--- src/rtl/hram_pkg.sv ---
// Shared definitions for the HyperRAM arbiter: FSM state encoding,
// reset defaults for the controller command fields, and port widths.
package hram_pkg;

    // Arbiter FSM states; the encoding is fixed so it can be observed in debug.
    typedef enum logic [1:0] {
        ST_IDLE      = 2'd0,
        ST_ISSUE     = 2'd1,
        ST_WAIT_BUSY = 2'd2,
        ST_WAIT_DONE = 2'd3
    } state_t;

    // Number of requester ports and byte-enable width of a data word.
    localparam int NPORT = 2;
    localparam int BE_W  = 4;

    // Values the controller command fields take out of reset.
    localparam logic [BE_W-1:0] DEF_BYTE_EN    = 4'hF;
    localparam int              DEF_NUM_DWORDS = 1;

endpackage

--- src/rtl/hram_rr_pick.sv ---
// Two-port winner selection for the HyperRAM arbiter.
// Configuration macro HRAM_ARB_RR_EN:
//   defined   - round-robin: on contention the port that was not served last wins.
//   undefined - fixed priority: port 0 always wins on contention.
// A single requesting port always wins in either mode.
module hram_rr_pick
    import hram_pkg::*;
(
`ifdef HRAM_ARB_RR_EN
    input  logic             last_owner,
`endif
    input  logic [NPORT-1:0] req,
    output logic [NPORT-1:0] win
);

    // One-hot winner from the request vector (zero when nobody requests).
    always_comb begin
        win = '0;
`ifdef HRAM_ARB_RR_EN
        if (req == 2'b11) begin
            win = last_owner ? 2'b01 : 2'b10;
        end else begin
            win = req;
        end
`else
        if (req[0]) begin
            win = 2'b01;
        end else if (req[1]) begin
            win = 2'b10;
        end
`endif
    end

endmodule

--- src/rtl/hram_arbiter.sv ---
// Shares one hyperram_controller between two requesters (port 0: UART command
// front end, port 1: DMA / pattern engine). Arbitrates, latches one command,
// pulses rd_req/wr_req into the controller, follows the controller's busy
// window and steers read data and the completion pulse back to the owner.
// Configuration macro HRAM_ARB_RR_EN selects round-robin arbitration
// (default build: fixed priority, port 0 wins on contention).
module hram_arbiter
    import hram_pkg::*;
#(
    parameter int ADDR_W    = 32,
    parameter int DATA_W    = 32,
    parameter int NDW_W     = 22,
    parameter int BUSY_WAIT = 8
) (
    input  logic              clk,
    input  logic              rstn,
    input  logic [1:0]        req_valid,
    output logic [1:0]        req_ready,
    input  logic [1:0]        req_write,
    input  logic [ADDR_W-1:0] req_addr0,
    input  logic [ADDR_W-1:0] req_addr1,
    input  logic [DATA_W-1:0] req_wdata0,
    input  logic [DATA_W-1:0] req_wdata1,
    input  logic [3:0]        req_be0,
    input  logic [3:0]        req_be1,
    input  logic [NDW_W-1:0]  req_ndw0,
    input  logic [NDW_W-1:0]  req_ndw1,
    input  logic              req_mor0,
    input  logic              req_mor1,
    output logic [1:0]        rsp_rdy,
    output logic [DATA_W-1:0] rsp_data,
    output logic [1:0]        rsp_done,
    output logic [1:0]        grant,
    output logic              hc_rd_req,
    output logic              hc_wr_req,
    output logic [ADDR_W-1:0] hc_addr,
    output logic [DATA_W-1:0] hc_wr_d,
    output logic [3:0]        hc_wr_byte_en,
    output logic [NDW_W-1:0]  hc_rd_num_dwords,
    output logic              hc_mem_or_reg,
    input  logic              hc_busy,
    input  logic              hc_rd_rdy,
    input  logic [DATA_W-1:0] hc_rd_d
);

    localparam int               CNT_W    = $clog2(BUSY_WAIT + 1);
    localparam logic [CNT_W-1:0] CNT_LOAD = CNT_W'(BUSY_WAIT);
    localparam logic [NDW_W-1:0] NDW_RST  = NDW_W'(DEF_NUM_DWORDS);

    state_t              state_q, state_d;
    logic [1:0]          grant_q, grant_d;
    logic [1:0]          rsp_done_q, rsp_done_d;
    logic                hc_rd_req_q, hc_rd_req_d;
    logic                hc_wr_req_q, hc_wr_req_d;
    logic [ADDR_W-1:0]   hc_addr_q, hc_addr_d;
    logic [DATA_W-1:0]   hc_wr_d_q, hc_wr_d_d;
    logic [BE_W-1:0]     hc_be_q, hc_be_d;
    logic [NDW_W-1:0]    hc_ndw_q, hc_ndw_d;
    logic                hc_mor_q, hc_mor_d;
    logic [CNT_W-1:0]    cnt_q, cnt_d;
`ifdef HRAM_ARB_RR_EN
    // Port favoured on the next contention; moves to the other port on completion.
    logic                rr_ptr_q, rr_ptr_d;
`endif

    logic [1:0]          win;
    logic                can_accept;
    logic                sel1;
    logic                op_write;
    logic                finish;

    hram_rr_pick u_pick (
`ifdef HRAM_ARB_RR_EN
        .last_owner (~rr_ptr_q),
`endif
        .req        (req_valid),
        .win        (win)
    );

    // A command can be taken only when idle, the controller is quiet and the
    // previous completion pulse has gone (guarantees one idle gap cycle).
    always_comb begin
        can_accept = (state_q == ST_IDLE) && (req_valid != 2'b00) &&
                     !hc_busy && (rsp_done_q == 2'b00);
        sel1       = win[1];
        op_write   = sel1 ? req_write[1] : req_write[0];
    end

    // Ready is combinational so the requester's fields are captured on the
    // same edge that completes the handshake; held low while in reset.
    assign req_ready = (rstn && can_accept) ? win : 2'b00;

    // Read data goes straight through to the current owner; dropped when idle.
    assign rsp_rdy  = hc_rd_rdy ? grant_q : 2'b00;
    assign rsp_data = (hc_rd_rdy && (grant_q != 2'b00)) ? hc_rd_d : '0;

    assign rsp_done         = rsp_done_q;
    assign grant            = grant_q;
    assign hc_rd_req        = hc_rd_req_q;
    assign hc_wr_req        = hc_wr_req_q;
    assign hc_addr          = hc_addr_q;
    assign hc_wr_d          = hc_wr_d_q;
    assign hc_wr_byte_en    = hc_be_q;
    assign hc_rd_num_dwords = hc_ndw_q;
    assign hc_mem_or_reg    = hc_mor_q;

    // Next-state, command latching, request pulses and completion tracking.
    always_comb begin
        state_d     = state_q;
        grant_d     = grant_q;
        rsp_done_d  = 2'b00;
        hc_rd_req_d = 1'b0;
        hc_wr_req_d = 1'b0;
        hc_addr_d   = hc_addr_q;
        hc_wr_d_d   = hc_wr_d_q;
        hc_be_d     = hc_be_q;
        hc_ndw_d    = hc_ndw_q;
        hc_mor_d    = hc_mor_q;
        cnt_d       = cnt_q;
        finish      = 1'b0;
`ifdef HRAM_ARB_RR_EN
        rr_ptr_d    = rr_ptr_q;
`endif

        case (state_q)
            ST_IDLE: begin
                if (can_accept) begin
                    state_d     = ST_ISSUE;
                    grant_d     = win;
                    hc_addr_d   = sel1 ? req_addr1  : req_addr0;
                    hc_wr_d_d   = sel1 ? req_wdata1 : req_wdata0;
                    hc_be_d     = sel1 ? req_be1    : req_be0;
                    hc_ndw_d    = sel1 ? req_ndw1   : req_ndw0;
                    hc_mor_d    = sel1 ? req_mor1   : req_mor0;
                    // Pulse is registered so it is high exactly during ISSUE.
                    hc_wr_req_d = op_write;
                    hc_rd_req_d = !op_write;
                end
            end
            ST_ISSUE: begin
                cnt_d   = CNT_LOAD;
                state_d = ST_WAIT_BUSY;
            end
            ST_WAIT_BUSY: begin
                if (hc_busy) begin
                    state_d = ST_WAIT_DONE;
                end else if (cnt_q <= CNT_W'(1)) begin
                    // Controller never reported busy: assume it already finished.
                    finish = 1'b1;
                end else begin
                    cnt_d = cnt_q - CNT_W'(1);
                end
            end
            ST_WAIT_DONE: begin
                if (!hc_busy) begin
                    finish = 1'b1;
                end
            end
            default: begin
                state_d = ST_IDLE;
            end
        endcase

        if (finish) begin
            state_d    = ST_IDLE;
            rsp_done_d = grant_q;
            grant_d    = 2'b00;
`ifdef HRAM_ARB_RR_EN
            rr_ptr_d   = grant_q[0];
`endif
        end
    end

    // State and output registers; reset returns to IDLE with default fields.
    always_ff @(posedge clk or negedge rstn) begin
        if (!rstn) begin
            state_q     <= ST_IDLE;
            grant_q     <= 2'b00;
            rsp_done_q  <= 2'b00;
            hc_rd_req_q <= 1'b0;
            hc_wr_req_q <= 1'b0;
            hc_addr_q   <= '0;
            hc_wr_d_q   <= '0;
            hc_be_q     <= DEF_BYTE_EN;
            hc_ndw_q    <= NDW_RST;
            hc_mor_q    <= 1'b0;
            cnt_q       <= '0;
`ifdef HRAM_ARB_RR_EN
            rr_ptr_q    <= 1'b0;
`endif
        end else begin
            state_q     <= state_d;
            grant_q     <= grant_d;
            rsp_done_q  <= rsp_done_d;
            hc_rd_req_q <= hc_rd_req_d;
            hc_wr_req_q <= hc_wr_req_d;
            hc_addr_q   <= hc_addr_d;
            hc_wr_d_q   <= hc_wr_d_d;
            hc_be_q     <= hc_be_d;
            hc_ndw_q    <= hc_ndw_d;
            hc_mor_q    <= hc_mor_d;
            cnt_q       <= cnt_d;
`ifdef HRAM_ARB_RR_EN
            rr_ptr_q    <= rr_ptr_d;
`endif
        end
    end

endmodule

--- config.mk ---
export PLATFORM = sky130hd
export DESIGN_NAME = hram_arbiter
export DESIGN_NICKNAME = d
export VERILOG_FILES = /design/src/rtl/hram_pkg.sv /design/src/rtl/hram_rr_pick.sv /design/src/rtl/hram_arbiter.sv
export SDC_FILE = /design/constraint.sdc
export NUM_CORES = 1
export LEC_CHECK = 0
export BUFFER_PORTS_ARGS = -buffer_cell sky130_fd_sc_hd__clkbuf_2
export CORE_AREA = 2 2 139 141
export CTS_CLUSTER_DIAMETER = 30
export DETAILED_ROUTE_END_ITERATION = 7
export DIE_AREA = 0 0 141 143
export GPL_ROUTABILITY_DRIVEN = 0
export GPL_TIMING_DRIVEN = 0
export PLACE_DENSITY = 0.62
export SYNTH_ARGS = -nofsm -noshare
export SYNTH_HDL_FRONTEND = slang
export SYNTH_SLANG_ARGS = --single-unit
--- constraint.sdc ---
create_clock -name clk -period 4.8 [get_ports clk]
set_clock_uncertainty 0.2 [all_clocks]
set_input_delay 0 -clock clk [delete_from_list [all_inputs] [get_ports clk]]
set_output_delay 0 -clock clk [all_outputs]
set_load 0.01 [all_outputs]
After elaboration in Yosys (flattened, before gate mapping). Index checks and enable logic that the tools add are counted.

Input bits: 222. Bits in registers: 103. Output and inout port bits: 133.

Add/sub/neg operators: 1. Order comparisons: 1. Multiplexer cells: 30. Reduce and logical (&&, ||, !) cells: 19. Equal/unequal tests: 7.

Operators by type and width (count): 2-to-1 mux 32 bit (3); 2-to-1 mux 2 bit (11); 2-to-1 mux 22 bit (1); 2-to-1 mux 4 bit (3); nonzero test 2 bit (5); 2-to-1 mux 1 bit (9); one-hot mux 4 bit (2 select lines) (1); != test 3 bit, second input constant (2); one-hot mux 2 bit (3 select lines) (1); AND reduction 3 bit (2); logical AND 1 bit (5); equality test 2 bit, second input constant (2); <= comparator 4 x 1 -> 1 bit, second input constant (1); logical NOT 2 bit (2); != test 2 bit, second input constant (2); AND reduction 2 bit (2); nonzero test 4 bit (1); subtractor 4 x 1 -> 4 bit, second input constant (1); equality test 2 x 1 -> 1 bit, second input constant (1); logical NOT 1 bit (2); one-hot mux 1 bit (2 select lines) (1).

Longest topological paths before layout. Gate-level depths: netlist of run 1.

Depth after elaboration: 7. Depth in mapped cells: 9.

Modules after synthesis. Synthesis of run 1 repeated with hierarchy kept, for this count alone.

Cells, all modules: 503. Area, all modules: 5112.4 µm².

Modules (own cells, without submodules): hram_arbiter (times used 1, cells each 501, area an instance 5091.1 µm²); hram_rr_pick (times used 1, cells each 2, area an instance 21.3 µm²).

Worst setup path after synthesis of run 1. No wires, ideal clock.

Path kind: reg2reg. Start: reg state_q[0]. End: reg hc_addr_q[10], in the netlist hc_addr[10]. Data required time: 4.468 ns. Arrival: 1.531 ns. Setup time: 0.132 ns. Stages on the path, launching flop included: 10. Path slack: 2.936 ns. Cell sequence: dfrtp_1 inv_1 ha_1 nor4b_4 nand2_2 buf_6 buf_6 buf_6 nand2_1 o21ai_1.

Word-level cells in the longest chain between the ends: 5.

Ends and longest elaborated chain: start: declaration (RTL line hram_arbiter.sv:50) `state_t state_q, state_d;`; start signal: assignment (RTL line hram_arbiter.sv:192) `state_q <= state_d;`; logical NOT 2 bit (*) (RTL line hram_arbiter.sv:83, hram_arbiter.sv:125); logical AND 1 bit (2 in a row) (RTL line hram_arbiter.sv:83) `can_accept = (state_q == ST_IDLE) && (req_valid != 2'b00) &&`; logical AND 1 bit (RTL line hram_arbiter.sv:84) `!hc_busy && (rsp_done_q == 2'b00);`; AND reduction 2 bit (no line) (*); end signal: assignment (RTL line hram_arbiter.sv:197) `hc_addr_q <= hc_addr_d;`; end: declaration (RTL line hram_arbiter.sv:55) `logic [ADDR_W-1:0] hc_addr_q, hc_addr_d;`.

Mark *: on every way between the ends. The rest lies on a longest branch, timed or not. A chain may end at the register's enable or synchronous reset.

Worst setup path in the final report of run 1.
Start: in req_valid[0]. End: reg hc_ndw_q[19], in the netlist hc_rd_num_dwords[19].

Word-level cells in the longest chain between the ends: 5. Elaborated cells on any way between the ends: 7. Classes of those cells: 2 x mux; 5 x reduce/logical.

Ends and longest elaborated chain: start: declaration (RTL line hram_arbiter.sv:17) `input logic [1:0] req_valid,`; nonzero test 2 bit (RTL line hram_arbiter.sv:83); logical AND 1 bit (2 in a row) (RTL line hram_arbiter.sv:83); logical AND 1 bit (RTL line hram_arbiter.sv:84); AND reduction 2 bit (no line); end signal: assignment (RTL line hram_arbiter.sv:200) `hc_ndw_q <= hc_ndw_d;`; end: declaration (RTL line hram_arbiter.sv:58) `logic [NDW_W-1:0] hc_ndw_q, hc_ndw_d;`.

Parallel ways exist; a longest one is shown, timed or not.

==> impl_metrics.csv, run 1 <==
group,metric,value,unit
placed_design,port_buffers,354,
logic_synthesis,netlist_area,0.00512,sq mm
drt,firstDrtPassIters,5,
global_routing,antenna_found_initial,0,
clock_network,cts.clk_slew.worst_paths,0.08,ns
drt,ant_nets,0,
drt,drc_errors,0,
setup_path,regToRegEndpoint,"hc_wr_d[0]$_DFFE_PN0P_",
setup_path,cp-end-kind,"flop",
sta,tns,0,ns
logic_synthesis,synth_nets,734,
floorplan,die_area,0.0202,sq mm
setup_path,reg2reg_slack,2.54,ns
drt,drt-initial-drc-count,174,
global_routing,grt_overflow,0,
sta,setup_violations,0,
cells_and_area,num-nets-final,1288,
setup_path,start_kind,"input pin",
cells_and_area,fill_cells,1704,
cells_and_area,syn_to_final_growth,82.8,%
clock_network,h-tree-depth,3,
clock_network,cts_tree,"done",
clock_network,clockBufferDepth,2,
clock_network,root_buffer,"clkbuf_16",
logic_synthesis,yosys_warnings,0,
setup_path,path_class,"in -> reg",
drt,wl_per_cell,15.4,um
floorplan,die_w,141,um
logic_synthesis,synth_seq_cells,103,
power_and_ir_drop,p_leak,5.12,nW
setup_path,crit_start,"req_valid[0]",
drt,wl,20000,um
logic_synthesis,synth_area_leaders,"dfrtp_1 48%, mux2i_1 18%, nand2_1 7.0%, o21ai_1 4.9%, o21ai_0 4.5%",
setup_path,critical_path.cell_chain,"dlygate4sd3_1, clkbuf_2, nand2b_1, clkbuf_1, buf_2, buf_2, mux2i_1, dlygate4sd3_1, o21ai_0",
floorplan,rows,50,
floorplan,ios,355,
sta,tightest_slew,0.855,ns
clock_network,cts_setup_buffers,0,
sta,hold_viol,0,
clock_network,cts_sinks,103,
sta,fmax,0.367,GHz
sta,min_period_over_period,0.568,
hold_path,hold_path_class,"in -> out",
logic_synthesis,synthesis.instances,505,
flow_run,cap_violations,0,
logic_synthesis,synth_top_family_by_area,"multiplexers",
setup_path,setup.worst_path.end,"hc_rd_num_dwords[19]$_DFFE_PN0P_",
logic_synthesis,synth.distinct_cells,32,
outcome,status,"finished, final reports clean",
global_routing,grtUsageMet3,0.0469,
setup_path,reg2reg_from,"state_q[1]$_DFFE_PN0P_",
logic_synthesis,syn_avg_cell_area,10.1,sq um
logic_synthesis,yosysTopAreaCellShare,0.479,
logic_synthesis,synth_top_area_cell,"dfrtp_1",
logic_synthesis,synth_ff_type,"dfrtp_1",
setup_path,cp.arrival,2.74,ns
sta,hold_slack,0.101,ns
power_and_ir_drop,peakVddDrop,237,uV
global_routing,grt_pass1_vias,5953,
setup_path,crit_required,4.81,ns
floorplan,start_util,0.275,
sta,finalMaxSlewViolations,0,
logic_synthesis,synth_adder_area_share,0.0171,
logic_synthesis,synth_compound_area_frac,0.106,
setup_path,crit_path_max_fanout,10,
global_routing,grt_max_degree,106,
global_routing,use_met2,0.365,
cells_and_area,drive_gt1_frac,0.377,
global_routing,grt_pass1_wl,30300,um
global_routing,use_met1,0.210,
clock_network,cts-buffers-inserted,9,
logic_synthesis,synth_edf_count,0,
drt,viasPerCell,4.52,
global_routing,grt_busiest_layer,"met2",
sta,min_period,2.73,ns
setup_path,crit_path_max_incr_delay,0.57,ns
floorplan,fp.dieH,143,um
logic_synthesis,yosys.area_share.simple,0.150,
sta,rsz0062_at_grt,"false",
drt,dr_total_vias,5869,
logic_synthesis,synthXorXnorAreaFrac,0,
logic_synthesis,yosysSeqAreaShare,0.505,
power_and_ir_drop,power.density,428,mW/mm^2
logic_synthesis,synth_mux_area_frac,0.180,
floorplan,core,0.0186,sq mm
global_routing,grt_usage,0.193,
setup_path,cpMaxStageDelayCell,"dlygate4sd3_1",
logic_synthesis,async_flop_share,1.00,
cells_and_area,diodes,0,
placed_design,hpwl,13500,um
setup_path,reg2reg_depth,8,
sta,max_slew_margin,0.430,
clock_network,clk_latency,0.35,ns
==> per-stage QoR <==
step / instances / setup WS [ns] / power (mW) / utilization / instance area [sq um]
detailed placement: 1093 / 2.49 / 3.18 / 0.387 / 7190
floorplan: 505 / 2.94 / 2.36 / - / 5120
finish: 1298 / 2.07 / 4.01 / 0.504 / 9360
global placement: 1093 / 2.01 / 3.14 / 0.387 / 7180
global route: 1298 / 1.89 / 4.31 / 0.504 / 9360
CTS: 1298 / 2.01 / 4.04 / 0.504 / 9360
==> worst min path at each step <==
| stage | startpoint | to | depth (start not counted) |
|---|---|---|---|
| 2_1_floorplan | rstn | cnt_q[0]$_DFFE_PN0P_ | 0 |
| 3_3_place_gp | req_valid[0] | grant[0]$_DFFE_PN0P_ | 3 |
| 3_5_place_dp | rstn | hc_addr[5]$_DFFE_PN0P_ | 1 |
| 4_1_cts | hc_rd_d[16] | rsp_data[16] | 3 |
| 5_1_grt | hc_rd_d[18] | rsp_data[18] | 3 |
| 6_report | hc_rd_d[22] | rsp_data[22] | 3 |
==> cell usage after synthesis (all sizes together), types with 2 or more instances <==
master and n:
dfrtp 98, nand2 96, o21ai 96, mux2i 92, nor2b 35, buf 21
clkbuf 13, a21oi 7, ha 7, and2 6, dfstp 5, inv 5
nor2 5, nand2b 3, nand3 3, nor4b 2, or2 2
==> metal layers <==
layer / wire (um) / share of wire
met1: 7540 / 0.38
met2: 10600 / 0.53
met5: 0 / 0
met4: 529 / 0.027
met3: 1290 / 0.065
==> worst max-delay path: cells and delay by family <==
kind	cells	cell delay, ns
AOI/OAI and AO/OA	1	0.07
buffers and inverters	6	2.28
and+or+nand+nor	1	0.10
muxes	1	0.27
==> cell type report <==
cell class                 instances  area, sq um  share of cell area
buffer                            34          199              0.0213
tap                              234          293              0.0313
inverter                           5         18.8             0.00201
clock buffer                      11          233              0.0249
sequential                       103         2580               0.276
multi-input combinational        363         2320               0.248
clock inverter                     5         42.5             0.00455
timing repair buffer             543         3670               0.392
==> cell usage in the layout (no fill, tap or decap), drive strengths merged, types with 5 or more instances in the layout <==
master,n
buf,21
nand2,96
dfrtp,98
nor2b,35
inv,7
dlygate4sd3,189
nor2,5
dfstp,5
clkbuf,378
mux2i,92
o21ai,96
a21oi,7
ha,7
and2,6
==> what timing repair did <==
action                                 in CTS  in global routing
resized for setup                           0                  0
endpoints found under the hold margin     195                  0
hold buffers                              189                  0
==> cells by family (layout without fill, tap and decap cells) <==
logic type,after synthesis,count (layout)
mux,92,92
flops,103,103
compound gates,106,106
fa+ha+maj,7,7
simple gates,158,158
buf+inv,39,598
==> power by group <==
group          total (mW)  leakage (nW)  switching (mW)  internal, mW
combinational        1.82          3.71            1.01         0.805
clock               0.696         0.124           0.338         0.358
sequential           1.49          1.29           0.229          1.27
total                4.01          5.12            1.58          2.43
Note: power is estimated with default switching activity, not from simulation.
==> inputs of run 2 (changes only) <==
Clock period 4.8 ns to 2.7 ns, I/O delays scaled along.
==> impl_metrics.csv, run 2 (synthesized netlist as in run 1, its figures left out) <==
group,metric,value,unit
global_routing,grt_pass1_wl,30600,um
clock_network,clockBufferDepth,2,
clock_network,h-tree-depth,3,
setup_path,cp.arrival,2.57,ns
global_routing,grt_pass1_vias,6010,
floorplan,rows,50,
sta,min_period,2.57,ns
global_routing,grt_max_degree,106,
floorplan,core,0.0186,sq mm
setup_path,crit_path_max_fanout,10,
drt,ant_nets,0,
setup_path,crit_path_max_incr_delay,0.58,ns
floorplan,fp.dieH,143,um
cells_and_area,syn_to_final_growth,83.0,%
drt,wl_met1,7520,um
power_and_ir_drop,power.density,761,mW/mm^2
setup_path,cp_common_cell,"dlygate4sd3_1",
placed_design,port_buffers,354,
clock_network,cts_setup_buffers,0,
setup_path,crit_required,2.70,ns
clock_network,root_buffer,"clkbuf_16",
drt,firstDrtPassIters,4,
sta,max_slew_margin,0.436,
flow_run,cap_violations,0,
global_routing,antenna_found_initial,0,
setup_path,critical_path.cell_chain,"dlygate4sd3_1, clkbuf_2, nand2b_1, clkbuf_1, clkbuf_4, buf_2, mux2i_1, dlygate4sd3_1, o21ai_1",
cells_and_area,final_cell_count_no_fill,1299,
floorplan,ios,355,
clock_network,cts_tree,"done",
placed_design,hpwl,13500,um
drt,top_layer_used,"met4",
drt,dr_wl_met3,1250,um
setup_path,path_class,"in -> reg",
cells_and_area,drive_gt1_frac,0.377,
power_and_ir_drop,p_leak,5.13,nW
cells_and_area,final_cell_mix,"354 x clkbuf_2, 189 x dlygate4sd3_1, 98 x dfrtp_1, 95 x nand2_1, 92 x mux2i_1",
setup_path,start_kind,"input pin",
power_and_ir_drop,finalPower,7.13,mW
power_and_ir_drop,peakVddDrop,420,uV
drt,drc_errors,0,
floorplan,start_util,0.275,
setup_path,path_buf_inv,6,
cells_and_area,final_common_cell,"clkbuf_2",
sta,setup_violations,0,
placed_design,place_inst,1093,
sta,fmax,0.389,GHz
cells_and_area,final_util,0.504,
sta,rsz0062_at_grt,"false",
drt,dr_total_vias,5933,
drt,wl_per_cell,15.6,um
sta,hold_viol,0,
drt,wl,20200,um
clock_network,cts-buffers-inserted,9,
drt,viasPerCell,4.57,
outcome,status,"finished, final reports clean",
clock_network,cts.clk_slew.worst_paths,0.07,ns
cells_and_area,num-nets-final,1288,
setup_path,cpMaxStageDelayCell,"dlygate4sd3_1",
sta,min_period_over_period,0.951,
clock_network,clk_latency,0.35,ns
drt,routed-wl-met2,10800,um
setup_path,crit_family,"buffers and inverters",
global_routing,grt_overflow,0,
sta,finalMaxSlewViolations,0,
floorplan,die_area,0.0202,sq mm
floorplan,die_w,141,um
hold_path,hold_path_class,"in -> out",
clock_network,cts_sinks,103,
global_routing,grt_usage,0.196,
setup_path,cp-end-kind,"flop",
sta,tightest_slew,0.847,ns
drt,drt-initial-drc-count,178,
[run 2: cell count changes in the layout (fill, tap and decap cells not counted)]
cell	previous run	this run
buf_2	14	12
clkbuf_4	0	2
diode_2	0	1
[run 2: area by class of cell]
class / count / area, sq um
timing repair buffer: 543 / 3670
multi-input combinational: 363 / 2320
fill: 1696 / 9210
buffer: 34 / 204
inverter: 5 / 18.8
antenna: 1 / 2.50
clock buffer: 11 / 233
sequential: 103 / 2580
clock inverter: 5 / 42.5
tap: 234 / 293
[run 2: through the flow]
step                hold WS, ns  area, sq um  setup WS (ns)  TNS (ns)
floorplan                -0.496         5120          0.836         0
global placement         0.0586         7180        -0.0915     -5.04
detailed placement      -0.0326         7190          0.394         0
CTS                       0.102         9360         0.0742         0
global route              0.112         9360         0.0296         0
finish                    0.101         9370          0.132         0
[run 2: worst paths after layout]
path / from / to / slack (ns) / cells past startpoint
setup reg to reg: state_q[1]$_DFFE_PN0P_ / hc_addr[15]$_DFFE_PN0P_ / 0.42 / 9
min in group asynchronous: rstn / hc_addr[5]$_DFFE_PN0P_ / 0.15 / 2
hold reg to reg: hc_rd_num_dwords[0]$_DFFE_PN1P_ / hc_rd_num_dwords[0]$_DFFE_PN1P_ / 0.26 / 2
max in group asynchronous: rstn / hc_rd_num_dwords[4]$_DFFE_PN0P_ / 1.56 / 2
setup / recovery: req_valid[0] / hc_addr[15]$_DFFE_PN0P_ / 0.13 / 9
hold / removal: hc_rd_d[22] / rsp_data[22] / 0.10 / 3
[run 2: worst register-to-register path: stages (launching register included)]
cell and delay [ns]:
dfrtp_1 0.41, inv_1 0.12, ha_1 0.18, nor4b_4 0.31, nand2_2 0.21, buf_6 0.21
buf_6 0.17, buf_6 0.16, nand2_1 0.08, o21ai_1 0.09
[run 2: timing repair]
| action | 4_1_cts | 5_1_grt |
|---|---|---|
| resized for setup | 0 | 2 |
| endpoints found under the hold margin | 195 | 0 |
| hold buffers | 189 | 0 |
| endpoints found under the setup margin | 0 | 20 |
[run 2: routing by layer]
metal | track usage | up-vias
li1 | - | 2819
met1 | 0.207 | 2747
met2 | 0.372 | 308
met3 | 0.0469 | 59
met4 | 0.0863 | 0
met5 | 0 | -
[run 2: power breakdown]
part / switching [mW] / internal (mW) / leakage (nW)
combinational: 1.80 / 1.43 / 3.72
clock: 0.603 / 0.637 / 0.124
sequential: 0.411 / 2.25 / 1.29
==> inputs of run 3 (changes only) <==
==> constraint.sdc (replaced) <==
create_clock -name clk -period 2.7 [get_ports clk]
set_clock_uncertainty 0.2 [all_clocks]
set_input_delay 0.81 -clock clk [delete_from_list [all_inputs] [get_ports clk]]
set_output_delay 0.81 -clock clk [all_outputs]
set_load 0.01 [all_outputs]
==> impl_metrics.csv, run 3 (synthesized netlist as in run 1, its figures left out) <==
group,metric,value,unit
power_and_ir_drop,power.internal,4.32,mW
global_routing,grt_pass1_vias,4678,
drt,wl,17400,um
placed_design,place_ws,-0.731,ns
clock_network,clk_latency,0.35,ns
power_and_ir_drop,seq_power_share,0.372,
cells_and_area,num-nets-final,1111,
setup_path,crit_path_max_fanout,8,
hold_path,hold_path_class,"in -> async",
sta,finalMaxSlewViolations,0,
placed_design,hpwl,13500,um
placed_design,port_buffers,354,
global_routing,grt_max_degree,54,
setup_path,start_kind,"input pin",
cells_and_area,final_cell_mix,"348 x clkbuf_2, 98 x dfrtp_1, 95 x nand2_1, 92 x mux2i_1, 50 x o21ai_1",
cells_and_area,diodes,0,
setup_path,path_class,"in -> out",
power_and_ir_drop,peakVddDrop,310,uV
cells_and_area,final_util,0.416,
power_and_ir_drop,p_clk_frac,0.175,
cells_and_area,syn_to_final_growth,51.1,%
clock_network,cts-buffers-inserted,9,
power_and_ir_drop,power.density,918,mW/mm^2
drt,ant_nets,0,
setup_path,cp.arrival,1.68,ns
sta,setup_ws,0.00535,ns
sta,setup_violations,0,
setup_path,crit_required,1.69,ns
drt,drt-initial-drc-count,113,
sta,min_period_over_period,0.998,
sta,tns,0,ns
drt,dr_total_vias,4978,
clock_network,h-tree-depth,3,
sta,min_period,2.69,ns
cells_and_area,fill_cells,1894,
power_and_ir_drop,p_leak,4.48,nW
cells_and_area,multiInputGateArea,0.00236,sq mm
global_routing,antenna_found_initial,0,
flow_run,cap_violations,0,
sta,hold_viol,0,
power_and_ir_drop,p_sw_frac,0.391,
sta,max_slew_margin,0.620,
power_and_ir_drop,finalPower,7.10,mW
sta,rsz0062_at_grt,"true",
floorplan,start_util,0.275,
floorplan,die_w,141,um
cells_and_area,final_common_cell,"clkbuf_2",
clock_network,root_buffer,"clkbuf_16",
floorplan,fp.dieH,143,um
clock_network,cts_sinks,103,
clock_network,cts.clk_slew.worst_paths,0.07,ns
floorplan,ios,355,
drt,firstDrtPassIters,4,
sta,tightest_slew,0.570,ns
clock_network,cts_tree,"done",
sta,fmax,0.371,GHz
global_routing,grt_overflow,0,
global_routing,grt_usage,0.165,
clock_network,holdBufCountCts,0,
cells_and_area,register_area,0.00258,sq mm
global_routing,grt_pass1_wl,25300,um
outcome,status,"finished, final reports clean",
drt,drc_errors,0,
cells_and_area,drive_gt1_frac,0.481,
setup_path,crit_start,"hc_busy",
setup_path,cp-end-kind,"output port",
setup_path,reg2reg_from,"state_q[1]$_DFFE_PN0P_",
drt,viasPerCell,4.44,
clock_network,clockBufferDepth,2,
floorplan,die_area,0.0202,sq mm
floorplan,core,0.0186,sq mm
power_and_ir_drop,power_frac_comb,0.453,
drt,wl_per_cell,15.5,um
floorplan,rows,50,
power_and_ir_drop,p_switching,2.78,mW
## run 3: power groups by stage
stage,Sequential [mW],Clock (mW),Combinational [mW]
2_1_floorplan,2.94,0,1.26
3_3_place_gp,2.65,0,2.94
3_5_place_dp,2.66,0,2.99
4_1_cts,2.64,1.29,3.10
5_1_grt,2.73,1.35,3.57
6_report,2.64,1.24,3.22
## run 3: layout make-up
type,instances,share of cell area
Buffer,33,0.0335
Clock buffer,11,0.0301
Clock inverter,5,0.00550
Inverter,5,0.00243
Multi-Input combinational cell,363,0.305
Sequential cell,103,0.334
Tap cell,234,0.0378
Timing Repair Buffer,367,0.252
## run 3: per-layer routing
layer  part of all wire  up-vias  global-route usage
met1               0.39     2273               0.182
met4              0.017        0              0.0516
met5                  0        -                   0
li1                   -     2464                   -
met2               0.53      224               0.310
met3              0.066       17              0.0443
## run 3: final timing paths
kind                                                     to  slack, ns  cells past startpoint
setup / recovery                               req_ready[1]      0.005                      6
hold / removal                      hc_addr[14]$_DFFE_PN0P_       0.14                      1
setup reg to reg           hc_rd_num_dwords[16]$_DFFE_PN0P_       0.38                      9
hold reg to reg             hc_rd_num_dwords[0]$_DFFE_PN1P_       0.26                      2
max in group asynchronous      hc_wr_byte_en[3]$_DFFE_PN1P_       1.74                      1
min in group clk            hc_rd_num_dwords[0]$_DFFE_PN1P_       0.26                      2
## run 3: what timing repair did
| action | CTS | global route |
|---|---|---|
| setup buffers | 5 | 5 |
| gates resized for setup | 25 | 17 |
| hold endpoints to repair | 0 | 0 |
| pin swaps | 4 | 5 |
| cloned | 1 | 2 |
| setup endpoints to repair | 32 | 32 |
## run 3: through the flow
stage               std cells  cell area (sq um)  hold WS, ns
detailed placement       1093               7190        0.255
CTS                      1114               7610        0.146
global placement         1093               7180        0.253
global route             1121               7740        0.150
floorplan                 505               5120        0.270
finish                   1121               7740        0.144
## run 3: critical path, cell delays in order
cell and delay (ns):
buf_6 0.12, nor4b_4 0.27, and2_1 0.18, nand2_1 0.06, nor2_2 0.11, buf_2 0.13
